--- config.mk ---
export PLATFORM = sky130hd
export DESIGN_NAME = if_fetch_stage
export DESIGN_NICKNAME = d
export VERILOG_FILES = /design/src/rtl/if_fetch_stage_pkg.sv /design/src/rtl/if_fetch_stage_if_id_reg.sv /design/src/rtl/if_fetch_stage.sv
export SDC_FILE = /design/constraint.sdc
export NUM_CORES = 1
export LEC_CHECK = 0
export ABC_CLOCK_PERIOD_IN_PS = 3000
export CORE_ASPECT_RATIO = 2
export CORE_MARGIN = 8
export CORE_UTILIZATION = 51
export CTS_BUF_LIST = sky130_fd_sc_hd__clkbuf_4 sky130_fd_sc_hd__clkbuf_8 sky130_fd_sc_hd__clkbuf_16
export DETAILED_ROUTE_END_ITERATION = 10
export GPL_TIMING_DRIVEN = 0
export PLACE_DENSITY = 0.8
export SKIP_LAST_GASP = 1
export SYNTH_ARGS = -nofsm -noshare
export SYNTH_HDL_FRONTEND = slang
export SYNTH_SLANG_ARGS = --single-unit
--- constraint.sdc ---
create_clock -name clk -period 3 [get_ports clk]
set_input_delay 0.75 -clock clk [delete_from_list [all_inputs] [get_ports clk]]
set_output_delay 0.75 -clock clk [all_outputs]
set_load 0.02 [all_outputs]
--- src/rtl/if_fetch_stage_pkg.sv ---
// Shared fetch-stage definitions: default reset PC, bubble encoding, FSM states, address helper.
package if_fetch_stage_pkg;

    localparam logic [31:0] RESET_PC_DEF  = 32'h0000_0000;
    localparam logic [31:0] NOP_INSTR_DEF = 32'h0000_0000;

    typedef enum logic [1:0] {
        ST_IDLE  = 2'd0,
        ST_FETCH = 2'd1,
        ST_HOLD  = 2'd2,
        ST_DROP  = 2'd3
    } fetch_state_e;

    function automatic logic [31:0] word_align(input logic [31:0] addr);
        return {addr[31:2], 2'b00};
    endfunction

endpackage

--- src/rtl/if_fetch_stage_if_id_reg.sv ---
// IF/ID pipeline register: flush forces a bubble and has priority over load; otherwise holds.
// One-cycle latency from load/flush to outputs.
module if_fetch_stage_if_id_reg
    import if_fetch_stage_pkg::*;
#(
    parameter logic [31:0] NOP_INSTR = NOP_INSTR_DEF
) (
    input  logic        clk,
    input  logic        rst_n,
    input  logic        i_load,
    input  logic        i_flush,
    input  logic [31:0] i_instr,
    input  logic [31:0] i_pc4,
    output logic [31:0] o_instr,
    output logic [31:0] o_pc4,
    output logic        o_valid
);

    logic [31:0] r_instr;
    logic [31:0] r_pc4;
    logic        r_valid;

    always_ff @(posedge clk or negedge rst_n) begin
        if (!rst_n) begin
            r_instr <= NOP_INSTR;
            r_pc4   <= 32'h0;
            r_valid <= 1'b0;
        end else if (i_flush) begin
            r_instr <= NOP_INSTR;
            r_pc4   <= 32'h0;
            r_valid <= 1'b0;
        end else if (i_load) begin
            r_instr <= i_instr;
            r_pc4   <= i_pc4;
            r_valid <= 1'b1;
        end
    end

    assign o_instr = r_instr;
    assign o_pc4   = r_pc4;
    assign o_valid = r_valid;

endmodule

--- src/rtl/if_fetch_stage.sv ---
// Instruction fetch: PC, req/ack imem FSM and IF/ID register. Ack with advance -> IF/ID next cycle.
// Stalls (pc_write/if_id_write_en/pstop) park an acked word in a one-entry buffer; requests are never withdrawn.
module if_fetch_stage
    import if_fetch_stage_pkg::*;
#(
    parameter logic [31:0] RESET_PC  = RESET_PC_DEF,
    parameter logic [31:0] NOP_INSTR = NOP_INSTR_DEF
) (
    input  logic        clk,
    input  logic        rst_n,
    input  logic        pc_write_i,
    input  logic        if_id_write_en_i,
    input  logic        pstop_i,
    input  logic        branch_taken_i,
    input  logic [31:0] branch_target_i,
    output logic        imem_req_o,
    output logic [31:0] imem_addr_o,
    input  logic        imem_ack_i,
    input  logic [31:0] imem_rdata_i,
    output logic [31:0] if_id_instr_o,
    output logic [31:0] if_id_pc4_o,
    output logic        if_id_valid_o
);

    fetch_state_e r_state, w_state_nxt;
    logic [31:0]  r_pc, w_pc_nxt;
    logic [31:0]  r_drop_addr, w_drop_addr_nxt;
    logic [31:0]  r_buf, w_buf_nxt;
    logic [31:0]  w_pc4, w_target, w_load_instr;
    logic         w_adv, w_br, w_load, w_flush;

    assign w_adv    = pc_write_i & if_id_write_en_i & ~pstop_i;
    // Redirects only need IF/ID to be writable; pc_write may be low for a load-use stall.
    assign w_br     = branch_taken_i & if_id_write_en_i & ~pstop_i;
    assign w_pc4    = r_pc + 32'd4;
    assign w_target = word_align(branch_target_i);

    always_comb begin
        w_state_nxt     = r_state;
        w_pc_nxt        = r_pc;
        w_drop_addr_nxt = r_drop_addr;
        w_buf_nxt       = r_buf;
        w_load          = 1'b0;
        w_flush         = 1'b0;
        w_load_instr    = imem_rdata_i;
        case (r_state)
            ST_IDLE: begin
                w_state_nxt = ST_FETCH;
                w_flush     = w_adv;
            end
            ST_FETCH: begin
                if (w_br) begin
                    w_pc_nxt = w_target;
                    w_flush  = 1'b1;
                    if (!imem_ack_i) begin
                        w_state_nxt     = ST_DROP;
                        w_drop_addr_nxt = r_pc;
                    end
                end else if (imem_ack_i && w_adv) begin
                    w_load   = 1'b1;
                    w_pc_nxt = w_pc4;
                end else if (imem_ack_i) begin
                    w_buf_nxt   = imem_rdata_i;
                    w_state_nxt = ST_HOLD;
                end else if (w_adv) begin
                    w_flush = 1'b1;
                end
            end
            ST_HOLD: begin
                if (w_br) begin
                    w_pc_nxt    = w_target;
                    w_flush     = 1'b1;
                    w_buf_nxt   = 32'h0;
                    w_state_nxt = ST_FETCH;
                end else if (w_adv) begin
                    w_load       = 1'b1;
                    w_load_instr = r_buf;
                    w_pc_nxt     = w_pc4;
                    w_buf_nxt    = 32'h0;
                    w_state_nxt  = ST_FETCH;
                end
            end
            ST_DROP: begin
                // The wrong-path request must still complete; its data is discarded.
                if (imem_ack_i) begin
                    w_state_nxt = ST_FETCH;
                end
                if (w_br) begin
                    w_pc_nxt = w_target;
                    w_flush  = 1'b1;
                end else if (w_adv) begin
                    w_flush = 1'b1;
                end
            end
            default: w_state_nxt = ST_IDLE;
        endcase
    end

    always_ff @(posedge clk or negedge rst_n) begin
        if (!rst_n) begin
            r_state     <= ST_IDLE;
            r_pc        <= word_align(RESET_PC);
            r_drop_addr <= 32'h0;
            r_buf       <= 32'h0;
        end else begin
            r_state     <= w_state_nxt;
            r_pc        <= w_pc_nxt;
            r_drop_addr <= w_drop_addr_nxt;
            r_buf       <= w_buf_nxt;
        end
    end

    assign imem_req_o  = (r_state == ST_FETCH) || (r_state == ST_DROP);
    assign imem_addr_o = (r_state == ST_DROP) ? r_drop_addr : r_pc;

    if_fetch_stage_if_id_reg #(
        .NOP_INSTR (NOP_INSTR)
    ) u_if_id_reg (
        .clk     (clk),
        .rst_n   (rst_n),
        .i_load  (w_load),
        .i_flush (w_flush),
        .i_instr (w_load_instr),
        .i_pc4   (w_pc4),
        .o_instr (if_id_instr_o),
        .o_pc4   (if_id_pc4_o),
        .o_valid (if_id_valid_o)
    );

endmodule

Word-level counts from Yosys, hierarchy flattened

Cells that the tools add are included.

Register bits: 163
Logic and storage cells: 78
Output and inout port bits: 98
Bits of input ports: 71

Bitwise logic cells: 6
Add/subtract/negate cells: 1
Reductions and logical operators: 10
Equality and inequality tests: 13
Multiplexer cells: 41

Operators by type and width:

| kind                    | count |
|---|---|
| $mux W32                | 18 |
| $pmux W32 S3            | 1 |
| $pmux W32 S2            | 1 |
| $add A32 B3 Y32 const B | 1 |
| $ne A3 B3 Y1 const B    | 5 |
| $mux W2                 | 7 |
| $mux W1                 | 11 |
| $ne A2 B2 Y1 const B    | 5 |
| $reduce_and A5 Y1       | 2 |
| $pmux W2 S4             | 1 |
| $and A1 B1 Y1           | 4 |
| $eq A2 B2 Y1 const B    | 2 |
| $pmux W1 S4             | 1 |
| $reduce_and A4 Y1       | 1 |
| $reduce_bool A2 Y1      | 2 |
| $reduce_and A3 Y1       | 1 |
| $reduce_bool A3 Y1      | 1 |
| $eq A2 B1 Y1 const B    | 1 |
| $logic_not A2 Y1        | 1 |
| $not A1 Y1              | 2 |
| $pmux W1 S2             | 1 |
| $logic_and A1 B1 Y1     | 1 |
| $logic_or A1 B1 Y1      | 1 |

Logic depth before layout (Yosys ltp)

Word-level depth: 8
Mapped depth: 8
Gate-level depth less buffers: 7

Modules after synthesis

A second synthesis with hierarchy kept.

Cells, all modules: 788
Area, all modules: 8299.2 µm²

Modules (own cells, without submodules):

| module                   | cells an instance | instances | area an instance (µm²) | sequential area each (µm²) |
|---|---|---|---|---|
| if_fetch_stage           | 579               | 1         | 5661.7                 | 2352.3 |
| if_fetch_stage_if_id_reg | 209               | 1         | 2637.5                 | 1626.6 |

Worst setup path after synthesis

OpenSTA, ideal clock, no wires.

Kind: register -> output
From: reg r_state[0]
To: out imem_addr_o[23]
Cell stages (with the launch flop): 6
Data required time: 2250 ps
Path slack: 427 ps
Buffers on the path: 3
Data arrival time: 1823 ps
Path through: dfrtp_1 -> ha_1 -> clkbuf_1 -> clkbuf_1 -> buf_1 -> mux2_2

Word-level cells in the longest chain between the ends: 2

Ends and longest elaborated chain:

| item                   | line                  | RTL |
|---|---|---|
| start, declared        | if_fetch_stage.sv:25  | `fetch_state_e r_state, w_state_nxt;` |
| start signal, assigned | if_fetch_stage.sv:106 | `r_state <= w_state_nxt;` |
| $eq A2 B2 Y1           | if_fetch_stage.sv:114 | `assign imem_addr_o = (r_state == ST_DROP) ? r_drop_addr : r_pc;` |
| $mux W32               | if_fetch_stage.sv:114 |  |
| end, declared          | if_fetch_stage.sv:17  | `output logic [31:0] imem_addr_o,` |

Every way passes these cells.

Worst setup path after layout

From: reg r_state[0]
To: out imem_addr_o[10]

Same word-level chain as after synthesis.

==> impl_table.tex <==
\begin{tabular}{lr}
\hline
Metric & Value \\
\hline
\multicolumn{2}{l}{\textbf{Logic synthesis}} \\
\quad Share of the yosys chip area belonging to registers & 0.482 \\
\quad FF+latch count, synth & about 160 \\
\quad Number of distinct standard cells referenced by the synthesized netlist & between 40 and 50 \\
\quad Number of synthesized flops with an enable pin & 0 \\
\quad Synthesized area divided by synthesized cell count & between 10 and 15 um2 \\
\quad Cell area after synthesis & between 8000 and 9000 um2 \\
\quad Library cell with the highest instance count after synthesis & sky130\_fd\_sc\_hd\_\_dfrtp\_1 \\
\quad Asr flop ratio synth & 1.00 \\
\quad Largest area contributor in the netlist & sky130\_fd\_sc\_hd\_\_dfrtp\_1 \\
\quad Ys Warns & 0 \\
\quad Synthesized instance count & 776 \\
\quad Fraction of post-synthesis cell area in the top cell type by area & 0.482 \\
\quad Most instantiated flip-flop cell in the synthesis netlist & sky130\_fd\_sc\_hd\_\_dfrtp\_1 \\
\quad Commonest cells in the synthesized netlist & 157 x sky130\_fd\_sc\_hd\_\_dfrtp\_1, 88 x sky130\_fd\_sc\_hd\_\_nor2\_1, 85 x sky130\_fd\_sc\_hd\_\_mux2\_2, 55 x sky130\_fd\_sc\_hd\_\_a211oi\_1, 41 x sky130\_fd\_sc\_hd\_\_nand2\_1 \\
\quad Top area cells in the synthesized netlist & sky130\_fd\_sc\_hd\_\_dfrtp\_1 48\%, sky130\_fd\_sc\_hd\_\_mux2\_2 12\%, sky130\_fd\_sc\_hd\_\_a211oi\_1 5.1\% \\
\multicolumn{2}{l}{\textbf{Power and ir drop}} \\
\quad Portion of total power attributed to combinational logic & 0.488 \\
\quad Net switching power figure & 4.64 mW \\
\quad Clock share of power & 0.186 \\
\quad Max IR drop VDD & 648 uV \\
\quad Total leakage power & 4.56 nW \\
\quad Design internal power & 6.73 mW \\
\quad Share of total power consumed by net switching & 0.408 \\
\quad Sequential power share & 0.326 \\
\quad Power Dens Cells & around 1100 nW/um2 \\
\multicolumn{2}{l}{\textbf{Clock tree}} \\
\quad CTS Root Buffer Type & sky130\_fd\_sc\_hd\_\_clkbuf\_16 \\
\quad Post-CTS setup buffer count & 0 \\
\quad Clk sinks & $\sim$160 \\
\quad Bufs on Longest Clock Path & 2 \\
\quad Clk Latency, worst-skew pair & 430 ps \\
\quad Clk slew on worst S/H paths & 60 ps \\
\quad H-tree level count & 4 \\
\quad CTS buffer count & 17 \\
\quad TritonCTS clock tree & done \\
\multicolumn{2}{l}{\textbf{Detailed routing}} \\
\quad Total number of vias & just under 7000 \\
\quad Post-DR vias/cell & 5.76 \\
\quad Number of design-rule violations left by the first detailed-router iteration & 326 \\
\quad Number of remaining DRC errors & 0 \\
\quad Total wire length after detailed routing & roughly 24 mm \\
\quad Antenna-violating nets left & 0 \\
\quad Routed wire per std cell & $\sim$20 um \\
\quad Drt pass-1 iters & 5 \\
\multicolumn{2}{l}{\textbf{Worst hold path}} \\
\quad Type of the most critical hold path & in -> async \\
\multicolumn{2}{l}{\textbf{Job}} \\
\quad Number of maximum-capacitance constraint violations & 0 \\
\multicolumn{2}{l}{\textbf{Worst setup path}} \\
\quad Critical Path Fanout Max & 10 \\
\quad Critical Path End Type & primary output \\
\quad Endpoint required time on the critical path & approximately 2300 ps \\
\quad Critical path data arrival time & 2180 ps \\
\quad Startpoint type of the worst setup path & register \\
\quad Internal reg-to-reg setup slack & between 200 and 250 ps \\
\quad Critical path start-end classification & reg -> out \\
\multicolumn{2}{l}{\textbf{Die}} \\
\quad Die X & 105 um \\
\quad Total Die Area & 20500 um2 \\
\quad Num rows & between 60 and 70 \\
\quad Initial core utilization & 0.519 \\
\quad I/O Pins & 169 \\
\quad Placeable core region & roughly 16000 um2 \\
\quad Height of the die & about 200 um \\
\multicolumn{2}{l}{\textbf{GRT}} \\
\quad All-layer global routing usage & 0.233 \\
\quad Largest net degree at the start of global routing & 116 \\
\quad First-pass GRT wire length & 38.0 mm \\
\quad Initial antenna violation count & 1 \\
\quad Global route overflow & 0 \\
\quad Via count of the first global-routing pass & 7237 \\
\multicolumn{2}{l}{\textbf{Finish}} \\
\quad Layout cells sized above 1 & 0.175 \\
\quad Utilization of the core after routing & 0.679 \\
\quad Number of fillers in the final layout & about 1200 \\
\quad Sequential cell area & 3930 um2 \\
\quad Synthesis-to-layout area growth & 30.8\% \\
\quad Layout net count & 1036 \\
\quad Multi-input gate area in the final layout & just under 4000 um2 \\
\quad Post-route non-filler standard cell count & 1175 \\
\multicolumn{2}{l}{\textbf{Placement}} \\
\quad Final GP Congestion & 0.905 \\
\quad Total of buffers placed on input and output ports & 162 \\
\quad Placed wire-length estimate & 17.8 mm \\
\quad Instance count after placement with tap cells included & 1143 \\
\quad Dpl ws & -642 ps \\
\multicolumn{2}{l}{\textbf{Timing}} \\
\quad Max frequency & 342 MHz \\
\quad Clock skew & 10.6 ps \\
\quad Clock period minus final worst setup slack & 2930 ps \\
\quad Final setup violation count & 0 \\
\quad Worst max-slew margin expressed relative to the limit & 0.407 \\
\quad Part of the cycle the worst path needs & 0.975 \\
\quad Setup ws final & 74.0 ps \\
\quad Final-report max-slew violation count & 0 \\
\quad Final Hold Fails & 0 \\
\quad Worst Max-Slew Pin Slew & slightly below 900 ps \\
\multicolumn{2}{l}{\textbf{Outcome}} \\
\quad Outcome & finished, final reports clean \\
\hline
\end{tabular}
[worst max-delay path, cell delays in order, from the launching register on]
cell,delay [ps]
sky130_fd_sc_hd__dfrtp_2,460
sky130_fd_sc_hd__ha_4,210
sky130_fd_sc_hd__clkbuf_8,180
sky130_fd_sc_hd__clkbuf_2,210
sky130_fd_sc_hd__o21ai_0,290
sky130_fd_sc_hd__dlygate4sd2_1,380
[final timing paths]
check | startpoint | endpoint | cells past startpoint
worst max-delay path | r_state[0]$_DFFE_PN0P_ | imem_addr_o[10] | 5
worst min-delay path | rst_n | u_if_id_reg.o_pc4[16]$_DFFE_PN0P_ | 1
worst max register to register | r_state[0]$_DFFE_PN0P_ | u_if_id_reg.o_pc4[22]$_DFFE_PN0P_ | 7
worst min register to register | r_drop_addr[27]$_DFFE_PN0P_ | r_drop_addr[27]$_DFFE_PN0P_ | 1
max in group asynchronous | rst_n | u_if_id_reg.o_instr[22]$_DFFE_PN0P_ | 2
min in group clk | r_drop_addr[27]$_DFFE_PN0P_ | r_drop_addr[27]$_DFFE_PN0P_ | 1
[cell type report]
type | count | share of cell area
Inverter | 10 | 0.00352
Sequential cell | 157 | 0.369
Tap cell | 201 | 0.0236
Multi-Input combinational cell | 542 | 0.367
Clock inverter | 14 | 0.0124
Clock buffer | 18 | 0.0412
Timing Repair Buffer | 163 | 0.153
Antenna cell | 1 | 0.000235
Buffer | 69 | 0.0305
[cell families after synthesis]
kind of cell,share of synthesized area
DFF,0.482
muxes,0.159
other,0.000460
xor gates and xnor gates,0.0301
and+or+nand+nor,0.137
buffers and inverters,0.0419
AOI/OAI and AO/OA,0.141
adders and majority gates,0.00768
[state kept, by name, summed over array words and instances (netlist names)]
signal	cells
u_if_id_reg.o_instr	32
r_buf	32
u_if_id_reg.o_pc4	30
r_state	2
u_if_id_reg.o_valid	1
r_pc	30
r_drop_addr	30
[power by group through the flow]
stage / logic, mW / clock network [mW] / registers [mW]
final: 5.55 / 2.11 / 3.71
after global routing: 5.96 / 2.22 / 3.81
after CTS: 5.56 / 2.14 / 3.68
after detailed placement: 5.64 / 0 / 3.72
after global placement: 5.54 / 0 / 3.67
after floorplan: 3.13 / 0 / 3.94
[timing repair]
| action | 4_1_cts | 5_1_grt |
|---|---|---|
| endpoints found under the hold margin | 0 | 0 |
| hold buffers | 0 | 0 |
| resized for setup | 33 | 6 |
| endpoints found under the setup margin | 30 | 88 |
[routing by layer]
metal / share of wire / routed length (um) / up-vias / GRT usage
met5: 0 / 0 / - / 0
met4: 0.037 / 880 / 0 / 0.125
met3: 0.049 / 1180 / 63 / 0.0464
met1: 0.35 / 8440 / 3320 / 0.235
met2: 0.56 / 13400 / 255 / 0.433
li1: - / - / 3129 / -
[per-stage QoR]
step / hold WS [ps] / instance area, um2 / total power [mW] / TNS [ps]
after floorplan: 454 / 8160 / 7.07 / 0
after global placement: 483 / 10000 / 9.21 / -876060
after detailed placement: 490 / 10100 / 9.35 / -26130
after CTS: 208 / 10600 / 11.4 / -40.8
after global routing: 228 / 10700 / 12.0 / -5.63
final: 212 / 10700 / 11.4 / 0
[cells in the final DEF (no fill, tap or decap), types with 4 or more instances in the layout]
master,count
sky130_fd_sc_hd__a211oi_1,55
sky130_fd_sc_hd__dlygate4sd2_1,22
sky130_fd_sc_hd__nor3_1,4
sky130_fd_sc_hd__nor2_1,87
sky130_fd_sc_hd__buf_1,7
sky130_fd_sc_hd__a211oi_2,5
sky130_fd_sc_hd__clkdlybuf4s50_1,138
sky130_fd_sc_hd__o22ai_1,20
sky130_fd_sc_hd__buf_4,5
sky130_fd_sc_hd__nor2b_1,34
sky130_fd_sc_hd__xnor2_1,11
sky130_fd_sc_hd__clkbuf_1,33
sky130_fd_sc_hd__nand4_1,9
sky130_fd_sc_hd__nand2_1,41
sky130_fd_sc_hd__mux2_2,85
sky130_fd_sc_hd__clkbuf_16,17
sky130_fd_sc_hd__mux2i_1,34
sky130_fd_sc_hd__ha_1,4
sky130_fd_sc_hd__buf_2,21
sky130_fd_sc_hd__a2bb2oi_1,15
sky130_fd_sc_hd__o21ai_0,20
sky130_fd_sc_hd__inv_6,5
sky130_fd_sc_hd__xor2_1,17
sky130_fd_sc_hd__a22oi_1,7
sky130_fd_sc_hd__a21oi_1,33
sky130_fd_sc_hd__conb_1,4
sky130_fd_sc_hd__inv_1,10
sky130_fd_sc_hd__nand3_1,16
sky130_fd_sc_hd__dfrtp_1,155
No activity file was read; power rests on OpenSTA's default activity.
